--- src/rtl/reaction_sequencer_pkg.sv ---
// Shared types and widths for the reaction-time sequencer.
// Holds the FSM state encoding and the counter/random widths.
package reaction_sequencer_pkg;

   localparam int MS_W   = 14;
   localparam int RAND_W = 10;

   typedef enum logic [1:0] {
      IDLE,
      WAIT_DELAY,
      STIM,
      DONE
   } state_e;

endpackage

--- src/rtl/reaction_sequencer_ms_tick_gen.sv ---
// Millisecond prescaler: one-cycle tick every TICK_DIV clocks.
// clr restarts the count so the first tick lands TICK_DIV cycles after it.
module ms_tick_gen #(
   parameter int TICK_DIV = 100000
) (
   input  logic clk,
   input  logic rst,
   input  logic clr,
   output logic tick
);

   localparam int W = $clog2(TICK_DIV);
   localparam logic [W-1:0] LAST = W'(TICK_DIV - 1);

   logic [W-1:0] cnt_q;
   logic [W-1:0] cnt_d;

   // Tick on the last count, then wrap; clear forces a fresh period.
   always_comb begin
      tick  = (cnt_q == LAST);
      cnt_d = (clr || tick) ? '0 : cnt_q + W'(1);
   end

   // Prescaler count register.
   always_ff @(posedge clk or posedge rst) begin
      if (rst) cnt_q <= '0;
      else     cnt_q <= cnt_d;
   end

endmodule

--- src/rtl/reaction_sequencer.sv ---
// Reaction-time trial sequencer: random foreperiod, stimulus lamp,
// measured response in ms, with false-start and timeout detection.
module reaction_sequencer
   import reaction_sequencer_pkg::*;
#(
   parameter int TICK_DIV     = 100000,
   parameter int MIN_DELAY_MS = 1000,
   parameter int TIMEOUT_MS   = 9999
) (
   input  logic              clk,
   input  logic              rst,
   input  logic              start,
   input  logic              btn,
   input  logic [RAND_W-1:0] rand_num,
   output logic              stim_led,
   output logic              busy,
   output logic              result_valid,
   output logic [MS_W-1:0]   result_ms,
   output logic              false_start,
   output logic              timeout
);

   localparam logic [MS_W-1:0] MIN_D  = MS_W'(MIN_DELAY_MS);
   localparam logic [MS_W-1:0] TO_LIM = MS_W'(TIMEOUT_MS);

   state_e          state_q;
   logic [MS_W-1:0] cnt_ms_q;
   logic [MS_W-1:0] cnt_ms_d;
   logic [MS_W-1:0] target_q;
   logic [MS_W-1:0] result_q;
   logic            btn_q;
   logic            stim_q;
   logic            busy_q;
   logic            valid_q;
   logic            fs_q;
   logic            to_q;

   logic tick;
   logic clr;
   logic rise;
   logic hit_delay;
   logic hit_to;

   ms_tick_gen #(
      .TICK_DIV (TICK_DIV)
   ) u_tick (
      .clk  (clk),
      .rst  (rst),
      .clr  (clr),
      .tick (tick)
   );

   // Edge detect, counter lookahead and prescaler restart on state change.
   always_comb begin
      rise      = btn & ~btn_q;
      cnt_ms_d  = cnt_ms_q + MS_W'(1);
      hit_delay = tick & (cnt_ms_d >= target_q);
      hit_to    = tick & (cnt_ms_d >= TO_LIM);
      clr       = 1'b0;
      case (state_q)
         IDLE:       clr = 1'b1;
         WAIT_DELAY: clr = rise | hit_delay;
         STIM:       clr = rise | hit_to;
         DONE:       clr = 1'b1;
         default:    clr = 1'b1;
      endcase
   end

   // Trial FSM with registered outputs; a press beats a same-cycle limit.
   always_ff @(posedge clk or posedge rst) begin
      if (rst) begin
         state_q  <= IDLE;
         cnt_ms_q <= '0;
         target_q <= '0;
         result_q <= '0;
         btn_q    <= 1'b0;
         stim_q   <= 1'b0;
         busy_q   <= 1'b0;
         valid_q  <= 1'b0;
         fs_q     <= 1'b0;
         to_q     <= 1'b0;
      end else begin
         btn_q   <= btn;
         valid_q <= 1'b0;
         case (state_q)
            IDLE: begin
               if (start) begin
                  target_q <= MIN_D + MS_W'(rand_num);
                  cnt_ms_q <= '0;
                  result_q <= '0;
                  fs_q     <= 1'b0;
                  to_q     <= 1'b0;
                  busy_q   <= 1'b1;
                  state_q  <= WAIT_DELAY;
               end
            end
            WAIT_DELAY: begin
               if (rise) begin
                  fs_q     <= 1'b1;
                  result_q <= '0;
                  valid_q  <= 1'b1;
                  state_q  <= DONE;
               end else if (hit_delay) begin
                  cnt_ms_q <= '0;
                  stim_q   <= 1'b1;
                  state_q  <= STIM;
               end else if (tick) begin
                  cnt_ms_q <= cnt_ms_d;
               end
            end
            STIM: begin
               if (rise) begin
                  result_q <= cnt_ms_q;
                  valid_q  <= 1'b1;
                  stim_q   <= 1'b0;
                  state_q  <= DONE;
               end else if (hit_to) begin
                  result_q <= TO_LIM;
                  to_q     <= 1'b1;
                  valid_q  <= 1'b1;
                  stim_q   <= 1'b0;
                  state_q  <= DONE;
               end else if (tick) begin
                  cnt_ms_q <= cnt_ms_d;
               end
            end
            DONE: begin
               busy_q  <= 1'b0;
               state_q <= IDLE;
            end
            default: begin
               busy_q  <= 1'b0;
               stim_q  <= 1'b0;
               state_q <= IDLE;
            end
         endcase
      end
   end

   assign stim_led     = stim_q;
   assign busy         = busy_q;
   assign result_valid = valid_q;
   assign result_ms    = result_q;
   assign false_start  = fs_q;
   assign timeout      = to_q;

endmodule
--- config.mk ---
export PLATFORM = sky130hd
export DESIGN_NAME = reaction_sequencer
export DESIGN_NICKNAME = d
export VERILOG_FILES = /design/src/rtl/reaction_sequencer_pkg.sv /design/src/rtl/reaction_sequencer_ms_tick_gen.sv /design/src/rtl/reaction_sequencer.sv
export SDC_FILE = /design/constraint.sdc
export NUM_CORES = 1
export LEC_CHECK = 0
export ABC_AREA = 1
export BUFFER_PORTS_ARGS = -buffer_cell sky130_fd_sc_hd__buf_2
export CAP_MARGIN = 20
export CORE_ASPECT_RATIO = 1.1
export CORE_UTILIZATION = 60
export DETAILED_ROUTE_END_ITERATION = 7
export PLACE_DENSITY_LB_ADDON = 0.3
export SLEW_MARGIN = 20
export SYNTH_ARGS = -nofsm -noshare
export SYNTH_HDL_FRONTEND = slang
export SYNTH_SLANG_ARGS = --single-unit
--- constraint.sdc ---
create_clock -name clk -period 2.6 [get_ports clk]
set_input_delay 0 -clock clk [delete_from_list [all_inputs] [get_ports clk]]
set_output_delay 0 -clock clk [all_outputs]
set_load 0.02 [all_outputs]
# [Yosys cells after proc, flatten, opt, wreduce, memory -nomap -nowiden]
# Cells that the tools add are included.
# Widths: inputs -> output; s select.
[op_classes] n_addsub=3 n_mul=0 div_mod_pow=0 order_cmp=2 eq_ne=13 shift=0 muxes=36 bitwise_logic=6 reduce_logical=16
[ops] cell="$mux 14" n=9
[ops] cell="$pmux 14 s3" n=2
[ops] cell="$add 17x1->17 const B" n=1
[ops] cell="$eq 17x17->1 const B" n=1
[ops] cell="$mux 17" n=1
[ops] cell="$add 14x1->14 const B" n=1
[ops] cell="$ge 14x14->1" n=1
[ops] cell="$ge 14x14->1 const B" n=1
[ops] cell="$ne 2x2->1 const B" n=7
[ops] cell="$mux 1" n=12
[ops] cell="$reduce_and 4->1" n=3
[ops] cell="$add 10x10->11 const A" n=1
[ops] cell="$mux 2" n=5
[ops] cell="$pmux 1 s2" n=5
[ops] cell="$pmux 2 s4" n=1
[ops] cell="$reduce_bool 2->1" n=4
[ops] cell="$ne 3x3->1 const B" n=2
[ops] cell="$reduce_and 3->1" n=2
[ops] cell="$reduce_and 5->1" n=1
[ops] cell="$eq 2x2->1 const B" n=2
[ops] cell="$reduce_and 2->1" n=2
[ops] cell="$and 1x1->1" n=3
[ops] cell="$pmux 1 s3" n=1
[ops] cell="$reduce_bool 3->1" n=1
[ops] cell="other kinds (6)" n=7
[word_totals] ff_bits=67 latch_bits=0 mem_bits_rw=0 mem_bits_ro=0 input_bits=14 out_inout_bits=19 wordCells=87 memories=0

# [Depth between registers and ports, before layout]
[logic_depth] ltp_word=7 depth_mapped=21 ltp_nobuf=19

# [Cells and area by module]
# From an unflattened synthesis, not the netlist that was laid out.
[hier_totals] cells_unflattened=628 area_unflattened_um2=4384.2
[modules_own_cells] mod="reaction_sequencer" instances=1 cells_per_inst=496 area_per_inst_um2=3352.0
[modules_own_cells] mod="ms_tick_gen" instances=1 cells_per_inst=132 area_per_inst_um2=1032.2

# [Least setup slack after synthesis]
# Ideal clock, no wire load.
[synth_timing] path_type="register to register" from="register cnt_ms_q[0]" to="register cnt_ms_q[5]" setup_ns=0.118 arrival_ns=2.217 slack_ns=0.265 path_stages_with_launch=20 n_path_buf=1 path_cell_list="dfrtp_1 ha_1 nand2_1 inv_1 nand3_1 nand2_1 inv_1 ha_1 inv_1 nor3_1 nor3_1 nand2_1 nand2_1 nand2_1 nand2_1 nand2_1 nand2_2 buf_4 nand3_1 nand2_1"
[synth_via] elab_chain_len=6 word_cells_on_any_way=13 classes_between="add/sub: 1; order compare: 2; eq/ne: 1; mux: 6; bitwise: 2; reduce/logical: 1"
[synth_lines] element="start, declared" line_no="reaction_sequencer.sv:27" text="logic [MS_W-1:0] cnt_ms_q;"
[synth_lines] element="start signal, assigned" line_no="reaction_sequencer.sv:108" text="cnt_ms_q <= cnt_ms_d;"
[synth_lines] element="start signal, assigned" line_no="reaction_sequencer.sv:124" text="cnt_ms_q <= cnt_ms_d;"
[synth_lines] element="$add 14x1->14 (*)" line_no="reaction_sequencer.sv:56" text="cnt_ms_d = cnt_ms_q + MS_W'(1);"
[synth_lines] element="$ge 14x14->1" line_no="reaction_sequencer.sv:57" text="hit_delay = tick & (cnt_ms_d >= target_q);"
[synth_lines] element="$and 1x1->1" line_no="reaction_sequencer.sv:57"
[synth_lines] element="$mux 14" line_no="reaction_sequencer.sv:103" text="end else if (hit_delay) begin"
[synth_lines] element="$mux 14" line_no="reaction_sequencer.sv:98" text="if (rise) begin"
[synth_lines] element="$pmux 14 s3" line_no="reaction_sequencer.sv:85" text="case (state_q)"
# Mark *: on every way between the ends. The rest lies on a longest branch, timed or not. The select of a mux whose other input is x is not followed.
# A chain may end at the register's enable or synchronous reset.

# [Final worst setup path]
[layout_timing] from="register cnt_ms_q[0]" to="register cnt_ms_q[0]"
[layout_via] elab_chain_len=6 word_cells_on_any_way=13 classes_between="add/sub: 1; order compare: 2; eq/ne: 1; mux: 6; bitwise: 2; reduce/logical: 1"
[layout_lines] element="$add 14x1->14" line_no="reaction_sequencer.sv:56"
[layout_lines] element="$ge 14x14->1" line_no="reaction_sequencer.sv:57"
[layout_lines] element="$and 1x1->1" line_no="reaction_sequencer.sv:57"
[layout_lines] element="$mux 14" line_no="reaction_sequencer.sv:103"
[layout_lines] element="$mux 14" line_no="reaction_sequencer.sv:98"
[layout_lines] element="$pmux 14 s3" line_no="reaction_sequencer.sv:85"
# Parallel ways exist; a longest one is shown, timed or not. The select of a mux whose other input is x is not followed.

==> results by group <==
Worst setup path
  – Reg-to-Reg Start: cnt_ms_q[0]
  – Reg2reg end: cnt_ms_q[0]
  – R2r setup slk: 0.06 ns
  – Worst Setup EP: cnt_ms_q[0]
  – Worst Path Required: about 2.9 ns
  – Crit Path Class: reg2reg
  – Crit path from: cnt_ms_q[0]
  – Critical Path End Type: register
  – Worst r2r path cells: 18
  – CP max FO: 7
  – Critical Path AT: ~2.8 ns
  – CP Launch Type: register

Drt
  – Initial DRC Count: about 400
  – DR WL/cell: 14.0 microns
  – Detailed-route via count: 3904
  – Vias per cell: approximately 5.6
  – DRC Markers: 0
  – Final ANT Viol Nets: 0
  – First-pass detailed-route iteration total: 8
  – Total Wirelength: between 9 and 10 mm

Timing
  – Final hold slack: about 0.042 ns
  – Final worst slack: about 0.058 ns
  – FMAX: roughly 0.39 GHz
  – Fin crit share: between 90% and 100%
  – Final TNS setup: 0 ns
  – Minimum clock period: 2.54 ns
  – Fin Clk Skew: about 0.010 ns
  – Final hold violation count: 0
  – Slew @ Worst Pin: ~0.81 ns
  – Final Setup Violations: 0
  – Max Transition Viols Final: 0
  – Max_slew headroom: a little under half

Global routing
  – Gr ovfl total: 0
  – Initial antenna violation count: 0
  – M3 GR Usage: approximately 4.3%
  – Vias in the first global route: ~3500
  – Largest net degree at the start of global routing: 65
  – First-pass GRT wire length: 15.1 mm
  – Met2 GRT Util: roughly half
  – All-Layer GR Usage: about 28%
  – Met1 GRT Util: approximately 34%
  – Grt peak-use layer: met2

Yosys
  – Area fraction in compound gates after synthesis: 7.72%
  – Register area share after synthesis: between 30% and 40%
  – Distinct cells, synth: 33
  – Ys Warns: 0
  – Top-area cell type share of the netlist area: between 30% and 40%
  – Post-synthesis cell type with the largest combined area: dfrtp_1
  – Syn nets: approximately 580
  – Adder-Cell Fraction of Synth Area: ~6%
  – Flops & latches, synth: 64
  – Simple-Gate Fraction of Synth Area: around 34%
  – Largest family of logic cells by synthesized area: simple AND/OR/NAND/NOR gates
  – Post-synthesis xor/xnor area fraction: under 10%
  – Gate Count Post-Synth: between 500 and 600
  – Mean Syn Cell Area: 7.37 sq um
  – Synth top area cells: dfrtp_1 (40%), nand2_1 (13%), inv_1 (7.1%)
  – Multiplexer share of the synthesized area: 0%
  – Syn Std Cell Area: 4050 sq um

Outcome
  – Status: finished clean

Clock tree
  – Number of CTS-inserted buffers: 9
  – Root buffer cell: clkbuf_8
  – CTS sink cnt: 64
  – Clock transition at path regs: approximately 0.07 ns
  – Skew-Pair Late Insertion Delay: 0.36 ns
  – Htree depth: 3
  – Clock Path Buffers: 2
  – TritonCTS clock tree: done

Die
  – Die Area: 7090 sq um
  – Num ports: 33
  – CORE AREA: between 6000 and 7000 sq um
  – Die Y: roughly 90 microns
  – Std-Cell Rows: 31
  – Initial Util: 61.8%
  – DIE WIDTH: about 80 microns

Power and ir drop
  – Reg power frac: between 30% and 40%
  – Power share of the clock group: between 20% and 30%
  – Comb pwr share: 45.3%
  – Total power: ~4 mW
  – VDD IR-drop max: a little over 0.6 mV
  – P per Cell Area: about 800 nW/um^2
  – Internal power: ~2.1 mW
  – Leak: between 2 and 3 nW
  – Sw frac: between 40% and 50%
  – Net switching power: ~1.8 mW

Final layout
  – Footprint of the multi-input gates: 2220 sq um
  – P&R area growth vs syn: 20.3%
  – N_diodes: 0
  – Finished Layout Cells: about 700
  – Commonest cells after routing, fill and taps aside: nand2_1 (137), inv_1 (72), dfrtp_1 (63)
  – Util after Layout: 74.4%
  – Final #Nets: approximately 650
  – FILL cells: 502
  – Register Area: approximately 1600 sq um
  – Most common cell after layout, fill and taps aside: nand2_1
  – Layout cells sized above 1: a little over a fifth
  – Fin area: 4880 sq um

Job
  – Max-cap violations: 0

Placed design
  – Gpl congestion: 0.975
  – Pre-CTS WS: -0.0675 ns
  – Cell count after placement: 667
  – # port buffers: 32
  – Dpl cell area: ~4400 sq um
  – Post-DP HPWL: about 6.6 mm

Worst hold path
  – Hold crit path type: in2reg
state kept, by name, indices dropped and copies added (netlist names):
signal / cells
stim_led: 1
result_valid: 1
btn_q: 1
result_ms: 14
u_tick.cnt_q: 17
state_q: 2
busy: 1
false_start: 1
target_q: 11
timeout: 1
cnt_ms_q: 14
per-layer routing:
metal | wire length (microns) | part of all wire (%) | up-vias
met3 | 612 | 6.2 | 47
met1 | 4020 | 41 | 1797
met5 | 0 | 0 | -
met4 | 349 | 3.5 | 0
li1 | - | - | 1895
met2 | 4860 | 49 | 165
power groups by stage:
stage	registers (mW)	logic [mW]	clock network (mW)
floorplan	1.34	1.16	0
global placement	1.27	1.51	0
detailed placement	1.28	1.55	0
CTS	1.26	1.58	0.866
global route	1.28	1.95	0.909
finish	1.26	1.77	0.869
timing repair:
action / in CTS / in global routing
hold buffers: 11 / 0
pin swaps: 0 / 6
buffers inserted: 1 / 5
hold endpoints to repair: 74 / 0
cloned: 0 / 1
gates resized for setup: 1 / 38
setup endpoints to repair: 14 / 17
cell usage after synthesis (all sizes together):
cell	number
inv	78
xnor2	2
a21oi	12
o21ai	38
nand2	153
or3	1
o211ai	1
nor3	8
xor2	14
nor4	2
nand4	29
or2	1
o21a	1
a31oi	1
a211oi	4
clkbuf	7
nor2	67
nand3	37
ha	19
dfrtp	64
buf	10
a21boi	1
final cells by class:
cell class                 instances  share of cell area, %
timing repair buffer              69                   9.55
sequential                        64                   32.9
inverter                          78                   6.00
tap                               82                   2.10
clock inverter                     7                   1.46
multi-input combinational        392                   45.5
clock buffer                       9                   2.54
worst max-delay path: stages (launching register included):
cell and delay, ns:
dfrtp_1 0.43, buf_4 0.15, nand3_2 0.10, o21ai_1 0.15, nand2_1 0.12, ha_1 0.34, nand2_1 0.09, nor2_1 0.12
o21ai_1 0.07, nand2_1 0.08, nand2_1 0.06, nand2_1 0.06, nand2_1 0.06, nand2_1 0.09, nand2_2 0.09, nand2_4 0.14
nand2_8 0.09, nand3_1 0.11, nand2_1 0.06
logic make-up after synthesis:
| logic type | Yosys count |
|---|---|
| simple gates | 298 |
| buf+inv | 95 |
| flops | 64 |
| compound gates | 58 |
| fa+ha+maj | 19 |
| xor+xnor | 16 |
how the worst min path moves through the flow:
stage	from	endpoint	slack, ns	depth (start not counted)
floorplan	btn	btn_q	0.03	0
global placement	btn	btn_q	0.12	1
detailed placement	btn	btn_q	0.12	1
CTS	rand_num[7]	target_q[7]	0.04	5
global route	rand_num[7]	target_q[7]	0.09	5
finish	rand_num[7]	target_q[7]	0.04	5
(Power assumes the default switching activity.)
